## src/rtl/regfile_scoreboard.sv

```systemverilog
// 16-entry register file with a per-register busy scoreboard for pending multi-cycle writes.
// Two combinational read ports with optional same-cycle write forwarding.
module regfile_scoreboard #(
  parameter int DATA_BITS = 8,
  parameter bit BYPASS    = 1'b1
) (
  input  logic                 clk,
  input  logic                 reset_n,
  input  logic [3:0]           rd_addr_a,
  output logic [DATA_BITS-1:0] rd_data_a,
  output logic                 rd_busy_a,
  input  logic [3:0]           rd_addr_b,
  output logic [DATA_BITS-1:0] rd_data_b,
  output logic                 rd_busy_b,
  input  logic                 wr_en,
  input  logic [3:0]           wr_addr,
  input  logic [DATA_BITS-1:0] wr_data,
  input  logic                 rsv_en,
  input  logic [3:0]           rsv_addr,
  output logic                 rsv_ready,
  output logic [15:0]          busy_mask
);

  logic [DATA_BITS-1:0] regs [16];
  logic [15:0]          busy;
  logic [15:0]          busy_next;
  logic                 rsv_ok;
  logic                 rsv_take;

  // A busy register may be re-reserved in the same cycle its pending write lands.
  assign rsv_ok    = !busy[rsv_addr] || (wr_en && (wr_addr == rsv_addr));
  assign rsv_take  = rsv_en && rsv_ok;
  assign rsv_ready = !reset_n || rsv_ok;
  assign busy_mask = busy;

  // Release on write is applied first so a same-address reservation wins.
  always_comb begin
    busy_next = busy;
    if (wr_en)
      busy_next[wr_addr] = 1'b0;
    if (rsv_take)
      busy_next[rsv_addr] = 1'b1;
  end

  always_ff @(posedge clk or negedge reset_n) begin
    if (!reset_n) begin
      busy <= '0;
      for (int i = 0; i < 16; i++)
        regs[i] <= '0;
    end else begin
      busy <= busy_next;
      if (wr_en)
        regs[wr_addr] <= wr_data;
    end
  end

  // Outputs are forced to zero during reset so the forwarding path cannot leak wr_data.
  always_comb begin
    rd_data_a = regs[rd_addr_a];
    rd_busy_a = busy[rd_addr_a];
    if (BYPASS && wr_en && (wr_addr == rd_addr_a)) begin
      rd_data_a = wr_data;
      rd_busy_a = rsv_take && (rsv_addr == rd_addr_a);
    end
    if (!reset_n) begin
      rd_data_a = '0;
      rd_busy_a = 1'b0;
    end
  end

  always_comb begin
    rd_data_b = regs[rd_addr_b];
    rd_busy_b = busy[rd_addr_b];
    if (BYPASS && wr_en && (wr_addr == rd_addr_b)) begin
      rd_data_b = wr_data;
      rd_busy_b = rsv_take && (rsv_addr == rd_addr_b);
    end
    if (!reset_n) begin
      rd_data_b = '0;
      rd_busy_b = 1'b0;
    end
  end

endmodule

```

## config.mk

```make
export PLATFORM = sky130hd
export DESIGN_NAME = regfile_scoreboard
export DESIGN_NICKNAME = d
export VERILOG_FILES = /design/src/rtl/regfile_scoreboard.sv
export SDC_FILE = /design/constraint.sdc
export NUM_CORES = 1
export LEC_CHECK = 0
export CORE_ASPECT_RATIO = 0.9
export CORE_MARGIN = 2
export CORE_UTILIZATION = 64
export DETAILED_ROUTE_END_ITERATION = 6
export HOLD_SLACK_MARGIN = 0.15
export MAX_ROUTING_LAYER = met4
export PLACE_DENSITY = 0.86
export SLEW_MARGIN = 20
export SYNTH_ARGS = -nofsm -noshare
export SYNTH_HDL_FRONTEND = slang
export SYNTH_SLANG_ARGS = --single-unit
```

## constraint.sdc

```tcl
create_clock -name clk -period 6.3 [get_ports clk]
set_input_delay 1.89 -clock clk [delete_from_list [all_inputs] [get_ports clk]]
set_output_delay 1.89 -clock clk [all_outputs]
set_load 0.005 [all_outputs]
```

==> results.yml <==
timing:
  setup_viol_count_final: 0
  final.setup.worst_slack_ns: 0.0498
  layout_worst_path_cycle_share_pct: 99.2
  timing.setup.tns_ns: 0
  worstMarginPinSlew_ns: 0.957
  hold_viol_final: 0
  post_layout_minimum_cycle_time_ns: 6.25
  worst_hold_slack_ns: 0.514
  maxSlewViolCount: 0
  skew_ns: 0.00141
  max-slew-margin-rel_pct: 36.2
  fmax_mhz: 160
  setup_repair_after_global_routing_missed_its_margin: "false"
route:
  wire_per_inst_microns: 28.9
  dr.first_iter.drc_count: 785
  ant_nets: 0
  drt_pre_antenna_iters: 5
  drc: 0
  routed_via_density: 7.45
  post_route_wl_microns: 23800
  vias: 6146
clock_network:
  clk_pin_slew_worst_paths_ns: 0.06
  postCtsSetupBuffers: 0
  ctsResizeCount: 0
  clock_tree.root_cell: "clkbuf_16"
  cts_num_sinks: 144
  postCtsHoldBufs: 0
  clk_lat_worst_skew_ns: 0.42
  clock_tree.buffer_depth: 2
  depth_of_the_cts_h_tree: 4
  cts_tree: "yes"
  numCtsBuffers: 17
logic_synthesis:
  post_synth_instance_area_sq_mm: 0.00842
  synth_area_leaders: "dfrtp_1, mux4_2, mux2_2, mux2_1, mux4_1"
  yosys.area_share.xor_xnor_pct: 2.08
  synth-adder-area-share_pct: 0
  synth_mux_area_share_pct: 38.9
  netlist-cell-type-count: 37
  synth-main-ff-cell: "dfrtp_1"
  synth.ff_latch_count: 144
  synth_sequential_area_ratio_pct: 42.8
  synth_edf_count: 0
  post_synth_inst_count: 590
  synth_compound_area_share_pct: 7.36
  synth_nets: 618
  netlist.area_leader.share_pct: 42.8
  ys.warnings.count: 0
  dominant_combinational_cell_family_by_area_after_synthesis: "multiplexers"
  synthesis.area_per_instance_sq_um: 14.3
  synth_area_leader_cell: "dfrtp_1"
  synth-simple-area-share_pct: 5.20
  synth_async_sr_flop_share_pct: 100
global_routing:
  grt_start_max_net_pins: 77
  track_usage_pct: 36.4
  gr-total-overflow: 0
  grt_antenna_before_repair: 0
  grt_pass1_wl_microns: 37000
  first_global_vias: 6201
power:
  clockPowerShare_pct: 31.7
  power_report.internal_total_mw: 2.31
  power.ir.vdd_worst_v: 0.000224
  swShare_pct: 29.4
  p_leak_nw: 4.10
  switchingPower_mw: 0.963
  fin_total_pwr_mw: 3.27
  pwr-share-seq_pct: 41.5
  p_comb_share_pct: 26.8
  powerDensity_mw_per_mm2: 333
cells_and_area:
  final_nets: 676
  layout.cells.non_filler: 825
  diodes: 0
  fin_util_pct: 76.8
  post_route_cells_drive_above_1_share_pct: 35.4
  area_growth_pct: 16.7
  finalInstanceArea_sq_mm: 0.00982
placed_design:
  placement.cell_area_sq_mm: 0.00922
  routability_congestion: 1.05
  dp.cells: 793
  detailedPlace.worstSlack_ns: 0.0514
  portBuffers: 62
  detailed_place_hpwl_microns: 16100
setup_path:
  critPathLaunch: "wr_addr[1]"
  timing.critical_path.to: "rd_data_b[3]"
  critical_path_class: "input pin to primary output"
  worst_r2r_startpoint: "busy_mask[0]"
  worst-path-max-fanout: 10
  r2r_slack_ns: 4.72
  crit_required_ns: 4.41
  worst_r2r_endpoint: "busy_mask[2]"
  cp-start-kind: "input pin"
  reg2reg_depth: 3
  timing.critical_path.to_type: "primary output"
  crit_arrival_ns: 4.36
floorplanning:
  floorplan.die_area_sq_mm: 0.0141
  initial_core_util_pct: 65.8
  core_region_area_sq_mm: 0.0128
  die_height_microns: 113
  top_level_ports: 63
  die_boundary_width_microns: 125
  placementRows: 39
flow_run:
  count_of_maximum_capacitance_violations: 0
outcome:
  run_status: "finished, final reports clean"
min_path:
  timing.hold.worst.class: "register to register"
-- state kept, by name (all words and copies together), names as in the netlist --
register and flops:
regs 128, busy_mask 16
-- cell usage in the layout, fill, tap and decap left out, types with 2 or more instances in the layout --
cell type,instances
dfrtp_1,144
mux2_2,80
mux4_2,67
clkdlybuf4s50_1,57
mux2_1,48
a22oi_1,32
nand2_1,30
buf_4,29
a22o_1,18
xor2_1,17
clkbuf_16,17
o31ai_1,13
mux4_1,10
o21ai_0,9
nor2_2,9
a21boi_1,6
nand2b_1,6
mux2i_1,6
clkinv_2,5
nor4_1,4
nor2b_1,4
nor2_1,4
buf_2,4
buf_12,4
and2_1,3
xnor2_1,3
nand3_1,3
or3_1,3
bufinv_16,3
clkinvlp_4,3
nand3b_1,2
nand3b_4,2
or3b_2,2
and3_1,2
clkinv_4,2
-- metal layers --
metal  GRT usage [%]  wire length, microns  vias to the layer above
met2            55.0                 11400                      446
li1                -                     -                     2422
met3            8.61                  2520                       93
met1            49.2                  9110                     3185
met5               -                     0                        -
met4            13.5                   752                        0
-- worst min path at each step --
stage / startpoint / end / slack (ns) / cells past startpoint
5_1_grt: regs[105] / regs[105] / 0.53 / 1
6_report: regs[102] / regs[102] / 0.51 / 1
3_3_place_gp: regs[103] / regs[103] / 0.48 / 1
3_5_place_dp: regs[102] / regs[102] / 0.50 / 1
2_1_floorplan: regs[100] / regs[100] / 0.47 / 1
4_1_cts: regs[97] / regs[97] / 0.51 / 1
-- cells in the mapped netlist, drive strengths merged (3+ instances only) --
master    n
dfrtp   144
mux2    128
mux4     77
buf      35
a22oi    32
nand2    30
clkbuf   21
a22o     18
xor2     17
nor2     13
o31ai    13
o21ai     9
a21boi    6
mux2i     6
nand2b    6
nand3b    4
nor2b     4
nor4      4
and2      3
and3      3
nand3     3
or3       3
xnor2     3
-- cell families after synthesis --
logic type | after synthesis
AND/OR/NAND/NOR | 77
XOR/XNOR | 20
buffers and inverters | 57
flip-flops | 144
AO/OA/AOI/OAI | 81
multiplexers | 211
-- critical path, stage by stage --
cell and delay (ns):
clkdlybuf4s50_1 0.70, xor2_1 0.21, nor4_1 0.10, a21boi_1 0.69, a22o_1 0.27, clkdlybuf4s50_1 0.50
-- cell type report --
type / count / area [sq um]
Inverter: 1 / 3.75
Multi-Input combinational cell: 389 / 4510
Tap cell: 164 / 205
Fill cell: 712 / 2960
Sequential cell: 144 / 3600
Clock buffer: 18 / 439
Timing Repair Buffer: 95 / 900
Clock inverter: 14 / 164
-- power groups by stage --
stage / combinational [mW] / clock [mW] / sequential [mW]
after CTS: 0.870 / 1.04 / 1.35
final: 0.877 / 1.04 / 1.36
after global placement: 0.837 / 0 / 1.33
after floorplan: 0.575 / 0 / 1.28
after detailed placement: 0.859 / 0 / 1.36
after global routing: 0.927 / 1.08 / 1.38
Note: power is estimated with default switching activity, not from simulation.
